## config.mk

```make
export PLATFORM = sky130hd
export DESIGN_NAME = synaptic_accumulator
export DESIGN_NICKNAME = d
export VERILOG_FILES = /design/src/rtl/izh_pkg.sv /design/src/rtl/sat_adder.sv /design/src/rtl/synaptic_accumulator.sv
export SDC_FILE = /design/constraint.sdc
export NUM_CORES = 2
export LEC_CHECK = 0
export BUFFER_PORTS_ARGS = -buffer_cell sky130_fd_sc_hd__buf_2
export CORE_UTILIZATION = 44
export DETAILED_ROUTE_END_ITERATION = 10
export RECOVER_POWER = 25
export SETUP_SLACK_MARGIN = 0.05
export SLEW_MARGIN = 0
export SYNTH_ARGS = -nofsm -noshare
export SYNTH_HDL_FRONTEND = slang
export SYNTH_SLANG_ARGS = --single-unit
```

## constraint.sdc

```tcl
create_clock -name clk -period 51.4 [get_ports clk]
set_input_delay 10.28 -clock clk [delete_from_list [all_inputs] [get_ports clk]]
set_output_delay 10.28 -clock clk [all_outputs]
set_load 0.1 [all_outputs]
```

## src/rtl/izh_pkg.sv

```systemverilog
// Shared definitions for the Izhikevich graph accelerator: datapath width,
// accumulator controller states, signed limits and a saturating add helper.
package izh_pkg;

  localparam int W = 16;

  typedef enum logic [1:0] {
    ST_IDLE   = 2'd0,
    ST_FANOUT = 2'd1,
    ST_DRAIN  = 2'd2,
    ST_DONE   = 2'd3
  } acc_state_t;

  localparam logic [W-1:0] SMAX = {1'b0, {(W-1){1'b1}}};
  localparam logic [W-1:0] SMIN = {1'b1, {(W-1){1'b0}}};

  // Signed W-bit add that clamps to SMAX/SMIN instead of wrapping.
  function automatic logic [W-1:0] sat_add(input logic [W-1:0] a, input logic [W-1:0] b);
    logic [W:0] s;
    s = {a[W-1], a} + {b[W-1], b};
    if (s[W] != s[W-1]) return s[W] ? SMIN : SMAX;
    return s[W-1:0];
  endfunction

endpackage

```

## src/rtl/sat_adder.sv

```systemverilog
// W-bit signed saturating adder: overflow clamps to the most positive value,
// underflow to the most negative value.
module sat_adder #(
  parameter int W = izh_pkg::W
) (
  input  logic [W-1:0] a,
  input  logic [W-1:0] b,
  output logic [W-1:0] y
);

  logic [W:0] sum;

  assign sum = {a[W-1], a} + {b[W-1], b};

  // Sign-extended sum disagreeing in its top two bits means the result left the W-bit range.
  always_comb begin
    y = sum[W-1:0];
    if (sum[W] != sum[W-1]) y = sum[W] ? {1'b1, {(W-1){1'b0}}} : {1'b0, {(W-1){1'b1}}};
  end

endmodule

```

## src/rtl/synaptic_accumulator.sv

```systemverilog
// Spike-to-current stage: each accepted spike walks its fan-out table and
// saturating-adds the weights into per-target accumulators; a step request
// streams out and clears every accumulator.
//
// Handshakes: a beat transfers on a rising edge where valid and ready are both
// high. spike_ready does not depend on spike_valid; out_valid does not depend
// on out_ready, and out_id/out_i hold stable while out_valid && !out_ready.
module synaptic_accumulator
  import izh_pkg::*;
#(
  parameter  int N_NEURONS = 16,
  parameter  int FANOUT    = 4,
  parameter  int W         = izh_pkg::W,
  localparam int IDW       = $clog2(N_NEURONS),
  localparam int SW        = $clog2(FANOUT)
) (
  input  logic           clk,
  input  logic           rst,
  input  logic           cfg_we,
  input  logic [IDW-1:0] cfg_src,
  input  logic [SW-1:0]  cfg_slot,
  input  logic [IDW-1:0] cfg_target,
  input  logic [W-1:0]   cfg_weight,
  input  logic           spike_valid,
  input  logic [IDW-1:0] spike_id,
  output logic           spike_ready,
  input  logic           step_start,
  output logic           out_valid,
  output logic [IDW-1:0] out_id,
  output logic [W-1:0]   out_i,
  input  logic           out_ready,
  output logic           done,
  output acc_state_t     dbg_state
);

  localparam int TBL_N = N_NEURONS * FANOUT;

  logic [IDW-1:0]    tbl_target [TBL_N];
  logic [W-1:0]      tbl_weight [TBL_N];
  logic [W-1:0]      acc        [N_NEURONS];

  acc_state_t        state, next_state;
  logic [IDW-1:0]    src_q;
  logic [SW-1:0]     slot_q;
  logic [IDW-1:0]    idx_q;

  logic [IDW+SW-1:0] rd_addr;
  logic [IDW-1:0]    fo_target;
  logic [W-1:0]      fo_weight;
  logic [W-1:0]      fo_sum;
  logic              spike_hs;
  logic              out_hs;
  logic              last_slot;
  logic              last_idx;

  assign rd_addr   = {src_q, slot_q};
  assign fo_target = tbl_target[rd_addr];
  assign fo_weight = tbl_weight[rd_addr];
  assign spike_hs  = (state == ST_IDLE) && spike_valid;
  assign out_hs    = (state == ST_DRAIN) && out_ready;
  assign last_slot = (slot_q == SW'(FANOUT - 1));
  assign last_idx  = (idx_q == IDW'(N_NEURONS - 1));
  assign dbg_state = state;

  sat_adder #(.W(W)) u_sat_adder (
    .a (acc[fo_target]),
    .b (fo_weight),
    .y (fo_sum)
  );

  // State register.
  always_ff @(posedge clk or posedge rst) begin
    if (rst) state <= ST_IDLE;
    else     state <= next_state;
  end

  // Next state: a pending spike wins over a step request in IDLE.
  always_comb begin
    next_state = state;
    case (state)
      ST_IDLE: begin
        if (spike_valid)     next_state = ST_FANOUT;
        else if (step_start) next_state = ST_DRAIN;
      end
      ST_FANOUT: if (last_slot)            next_state = ST_IDLE;
      ST_DRAIN:  if (out_ready && last_idx) next_state = ST_DONE;
      ST_DONE:   next_state = ST_IDLE;
      default:   next_state = ST_IDLE;
    endcase
  end

  // Outputs decoded from the current state; id/current forced to 0 outside DRAIN.
  always_comb begin
    spike_ready = 1'b0;
    out_valid   = 1'b0;
    out_id      = '0;
    out_i       = '0;
    done        = 1'b0;
    case (state)
      ST_IDLE:  spike_ready = 1'b1;
      ST_DRAIN: begin
        out_valid = 1'b1;
        out_id    = idx_q;
        out_i     = acc[idx_q];
      end
      ST_DONE:  done = 1'b1;
      default:  ;
    endcase
  end

  // Source latch, slot walker and drain index.
  always_ff @(posedge clk or posedge rst) begin
    if (rst) begin
      src_q  <= '0;
      slot_q <= '0;
      idx_q  <= '0;
    end else begin
      if (spike_hs) begin
        src_q  <= spike_id;
        slot_q <= '0;
      end else if (state == ST_FANOUT) begin
        slot_q <= slot_q + 1'b1;
      end
      if (state == ST_IDLE && !spike_valid && step_start) idx_q <= '0;
      else if (out_hs)                                    idx_q <= idx_q + 1'b1;
    end
  end

  // Fan-out table: writable only while IDLE, so an in-flight walk never sees a change.
  always_ff @(posedge clk or posedge rst) begin
    if (rst) begin
      for (int i = 0; i < TBL_N; i++) begin
        tbl_target[i] <= '0;
        tbl_weight[i] <= '0;
      end
    end else if (state == ST_IDLE && cfg_we) begin
      tbl_target[{cfg_src, cfg_slot}] <= cfg_target;
      tbl_weight[{cfg_src, cfg_slot}] <= cfg_weight;
    end
  end

  // Accumulators: one saturating add per FANOUT cycle, clear-on-read during DRAIN.
  always_ff @(posedge clk or posedge rst) begin
    if (rst) begin
      for (int i = 0; i < N_NEURONS; i++) acc[i] <= '0;
    end else if (state == ST_FANOUT) begin
      acc[fo_target] <= fo_sum;
    end else if (out_hs) begin
      acc[idx_q] <= '0;
    end
  end

endmodule

```

======== Yosys cells after proc, flatten, opt, wreduce, memory -nomap -nowiden ========
Cells that the tools add are included.
storage, ports and cells
  output and inout bits ................... 25
  input port bits ......................... 36
  logic and storage cells ................. 229
  register bits after elaboration ......... 1548
operators by class
  eq/ne operators ......................... 9
  $lt $le $gt $ge ......................... 7
  bitwise gates (word level) .............. 6
  mux-type cells .......................... 41
  add/subtract/negate cells ............... 3
  reductions and logical operators ........ 15
operators with widths
  cell                number
  $bwmux 1024         1
  $bwmux 256          2
  $mux 256            2
  $and 256x256->256   1
  $not 256->256       1
  $mux 16             12
  $bmux 16 s4         2
  $demux 16 s4        2
  $bmux 16 s6         1
  $demux 16 s6        1
  $bmux 4 s6          1
  $demux 4 s6         1
  $mux 4              6
  $add 16x16->17      1
  $ge 7x7->1 const B  2
  $not 6->7           2
  $mux 2              6
  $ge 5x5->1 const B  2
  $lt 5x1->1 const B  2
  $not 4->5           2
  $logic_and 1x1->1   9
  $pmux 2 s4          1
  $lt 7x1->1 const B  1
  $eq 2x2->1 const B  3
  other kinds (13)    17

======== Longest topological paths before layout ========
  word-level depth ........................ 13
  depth in mapped cells ................... 26
  mapped depth without buffers ............ 18

======== Modules after synthesis ========
Synthesis repeated with hierarchy kept, for this count alone.
unflattened totals
  cells, all modules ...................... 4988
  area, all modules ....................... 74053.5 sq um
by module, submodules not included
  module                cells each  area each (sq um)  sequential area each (sq um)  instances
  synaptic_accumulator  4803        72688.5            38737.2                       1
  sat_adder             185         1365.1             0.0                           1

======== Worst setup path after synthesis ========
OpenSTA, ideal clock, no wires.
  path type ............................... flip-flop to output port
  from .................................... register state[1] (netlist: dbg_state[1])
  to ...................................... output out_i[10]
  arrival time ............................ 3366 ps
  cell stages (with the launch flop) ...... 6
  buffers on the path ..................... 2
  data required time ...................... 41120 ps
  slack ................................... 37754 ps
  path through ............................ dfrtp_1 > nand2b_1 > inv_1 > clkbuf_1 > clkbuf_1 > and2_1
on the way
  longest elaborated chain between the ends .. 2
RTL lines
  item                    RTL line                    text
  start, declared         synaptic_accumulator.sv:42  acc_state_t state, next_state;
  start signal, assigned  synaptic_accumulator.sv:74  else state <= next_state;
  $eq 2x2->1              synaptic_accumulator.sv:99  case (state)
  $mux 16                 synaptic_accumulator.sv:99
  end, declared           synaptic_accumulator.sv:30  output logic [W-1:0] out_i,
Every way passes these cells.

==> impl_results.md <==
- #FFs+latches synth: approximately 1500
- Port-buffer cells: 60
- CP most frequent cell: buf_4
- Comb pwr share: 0.420
- Slew @ Worst Pin: 3.505 ns
- Hold depth: 1
- Post-CTS Hold Fix Bufs: 0
- GR Overflow Total: 0
- CP max stage delay: roughly 1.7 ns
- Max IR drop VDD: 0.0001008 V
- Critical-path maximum fanout: around 150
- Die area: 167700 um2
- CP cell instances: buf_2, clkinvlp_2, clkbuf_1, buf_12, buf_4, buf_4, buf_4
- Hold Path Class: register to register
- Register Area: a little under 40000 um2
- Syn-to-layout area delta: 10.65%
- Fmax achieved: roughly 64 MHz
- CTS H-tree depth: 4
- Area occupied by multi-input gates: approximately 32000 um2
- Final count of negative-setup-slack endpoints: 0
- Clk network pwr share: 0.250
- Num CTS Buffers: between 150 and 200
- Number of fillers in the final layout: about 14000
- GR Util All Layers: 0.2546
- I/O pin count: between 60 and 70
- DR vias: roughly 44000
- Final hold vios: 0
- Post-CTS Setup Bufs: 0
- Iteration-0 DRC Markers: approximately 4300
- Critical Path RT: 52.21 ns
- Library cells used by synthesis: around 70
- CTS Root Cell: clkbuf_16
- Routed Antenna Nets: 0
- Via density: approximately 6.3
- Final period util: 0.3037
- Global Route met1 Usage: 0.3655
- CP Launch Type: input port
- Synth Flop Type: dfrtp_1
- Syn nets: a little under 5000
- Sequential area share after synthesis: 0.5301
- DP Wirelength: around 120000 um
- R2R cell count: 20
- Max-cap violations: 32
- Mapped cell area: about 73000 um2
- Power Density: about 59 nW/um2
- GRT busiest layer: met2
- Post-synth EDFFs: 0
- Internal cell power: 2.900 mW
- Mapped Avg Cell Area: 15.06 um2
- Later-pin clock latency in the skew report: a little over 0.8 ns
- CP endpoint kind: async pin
- Reg power frac: 0.331
- Worst slew margin: -1.337
- Initial antenna violation count: 14
- CP arrival: approximately 16 ns
- Final Cell Area: just over 80000 um2
- Tmin final: between 15 and 20 ns
- 1st-pass router iterations: 9
- Switching power: between 1.5 and 2 mW
- Row cnt: about 150
- Vias in the first global route: around 46000
- P_leak: around 38 nW
- Critical path class: input port to async pin
- Async SR Flop Fraction: 1.000
- Sw Ratio: 0.3956
- GR Util met3: 0.04389
- RSZ-0062 raised after global routing: no
- Final slew viol count: between 700 and 800
- Worst-path clk slew: ~0.060 ns
- Die Wd: 409.5 um
- Synth Instances: around 4900
- First-pass GRT wire length: roughly 320000 um
- Setup TNS: 0 ns
- Failing checks: DRC, capacitance limit, slew limit
- Cell at the slowest stage of the critical path: clkbuf_1
- Skew final: a little under 0.04 ns
- Die height: roughly 410 um
- Starting Density: 0.4429
- Total Routed Length: 211900 um
- GP Congestion: about 0.86
- Synth top area share: 0.5301
- CTS sink count: about 1500
- Ranking of synthesized cells by area: dfrtp_1 53%, mux2_2 20%, mux4_2 14%
- Placement Cell Area: 75600 um2
- Met2 Use GR: 0.3965
- Final nets: between 4000 and 5000
- Layout cells sized above 1: 0.4637
- Resized cells post-CTS: 0
- Outcome: finished with violations
- Largest net degree at the start of global routing: 153
- Ys Warns: 0
- Core area: 165000 um2
- CTS tree: done
- # DRC: 28
- Post-synth top area cell: dfrtp_1
- CTS max path bufs: 3
- Routed WL per cell: approximately 30 um
[kinds of logic (layout without fill, tap and decap cells)]
kind of cell,after synthesis,in the layout,share of synthesized area
other,0,7,0
AND/OR/NAND/NOR,379,379,0.03099
buffers and inverters,523,550,0.02904
adder cells (fa/ha/maj),24,24,0.004178
XOR/XNOR,12,12,0.001438
flip-flops,1548,1548,0.5301
multiplexers,1803,1803,0.3484
AO/OA/AOI/OAI,562,562,0.05577
[per-layer routing]
layer	vias up	routed length, um
li1	18279	-
met1	24178	93990
met2	1504	98970
met3	363	12930
met4	12	5967
met5	-	70
[layout by cell type (no fill, tap or decap), types with 8 or more instances in the layout]
master     count
inv_1         15
o22ai_1       61
nor2_2        11
buf_2         58
nand3_1       25
and2_1        23
clkbuf_8      38
nor2b_1        8
mux4_2       461
or4_1         22
clkbuf_16    170
dfrtp_1     1541
o21ai_0       27
nor4_1        65
clkinv_2      20
clkbuf_1      82
nor3_1         8
buf_4        139
mux2i_1       54
mux2_2      1285
a22oi_1       14
a21oi_1      148
nand2b_1       9
nor4b_4        8
nand2_1      113
nor2_1        34
a22o_1       258
ha_1          22
nor4_4         8
[per-stage QoR]
| stage | worst slack (ns) | utilization | cells | hold slack (ns) | total power [mW] |
|---|---|---|---|---|---|
| 3_5_place_dp | 36.29 | 0.4582 | 6776 | 0.4874 | 3.584 |
| 6_report | 35.79 | 0.4901 | 7074 | 0.4985 | 4.799 |
| 4_1_cts | 36.91 | 0.4911 | 7066 | 0.5006 | 4.788 |
| 3_3_place_gp | 36.36 | 0.4582 | 6776 | 0.4816 | 3.554 |
| 2_1_floorplan | 19.68 | - | 4851 | 0.4739 | 2.963 |
| 5_1_grt | 34.71 | 0.4900 | 7071 | 0.5063 | 5.003 |
[sequential cells by signal, indices dropped and copies added, names as in the netlist]
register	flops
tbl_weight	1024
src_q	4
dbg_state	2
acc	256
idx_q	4
slot_q	2
tbl_target	256
[Yosys cell counts (5+ instances only)]
cell,n
a21o_1,6
a21oi_1,150
a22o_1,258
a22oi_1,14
and2_1,24
and3_1,6
buf_1,102
buf_2,31
buf_4,6
buf_6,10
clkbuf_1,354
dfrtp_1,1548
ha_1,22
inv_1,17
mux2_2,1285
mux2i_1,54
mux4_2,461
nand2_1,113
nand2b_1,10
nand3_1,29
nand4_1,6
nor2_1,45
nor2b_1,12
nor3_1,8
nor4_1,65
nor4_4,8
nor4b_4,8
o211ai_1,5
o21ai_0,14
o21ai_1,11
o21ai_2,12
o22ai_1,61
or2_2,5
or4_1,22
xnor2_1,6
xor2_1,6
[cell type report]
class,count,share of cell area
well taps,2189,0.03387
clock inverters,41,0.006097
inverters,18,0.0008511
diodes,7,0.0002166
clock buffers,249,0.06099
flip-flops and latches,1548,0.4794
repair buffers,242,0.01939
multi-input cells,2780,0.3992
[power groups by stage]
stage	logic (mW)	clock network, mW	registers, mW
detailed placement	1.98	0	1.60
finish	2.01	1.20	1.59
CTS	1.99	1.22	1.58
global placement	1.96	0	1.59
global route	2.12	1.27	1.61
floorplan	1.42	0	1.55
[worst max-delay path: cells and delay by family]
kind                   cells  cell delay, ns
buffers and inverters      7            5.84
[worst paths after layout]
path / slack, ns / endpoint / from
worst max-delay path: 35.79 / tbl_weight[515] / rst
worst min-delay path: 0.50 / tbl_weight[848] / tbl_weight[848]
worst max register to register: 41.99 / acc[196] / src_q[0]
worst min register to register: 0.50 / tbl_weight[848] / tbl_weight[848]
max in group clk: 36.98 / out_i[5] / idx_q[0]
min in group asynchronous: 9.85 / acc[166] / rst
Note: power is estimated with default switching activity, not from simulation.
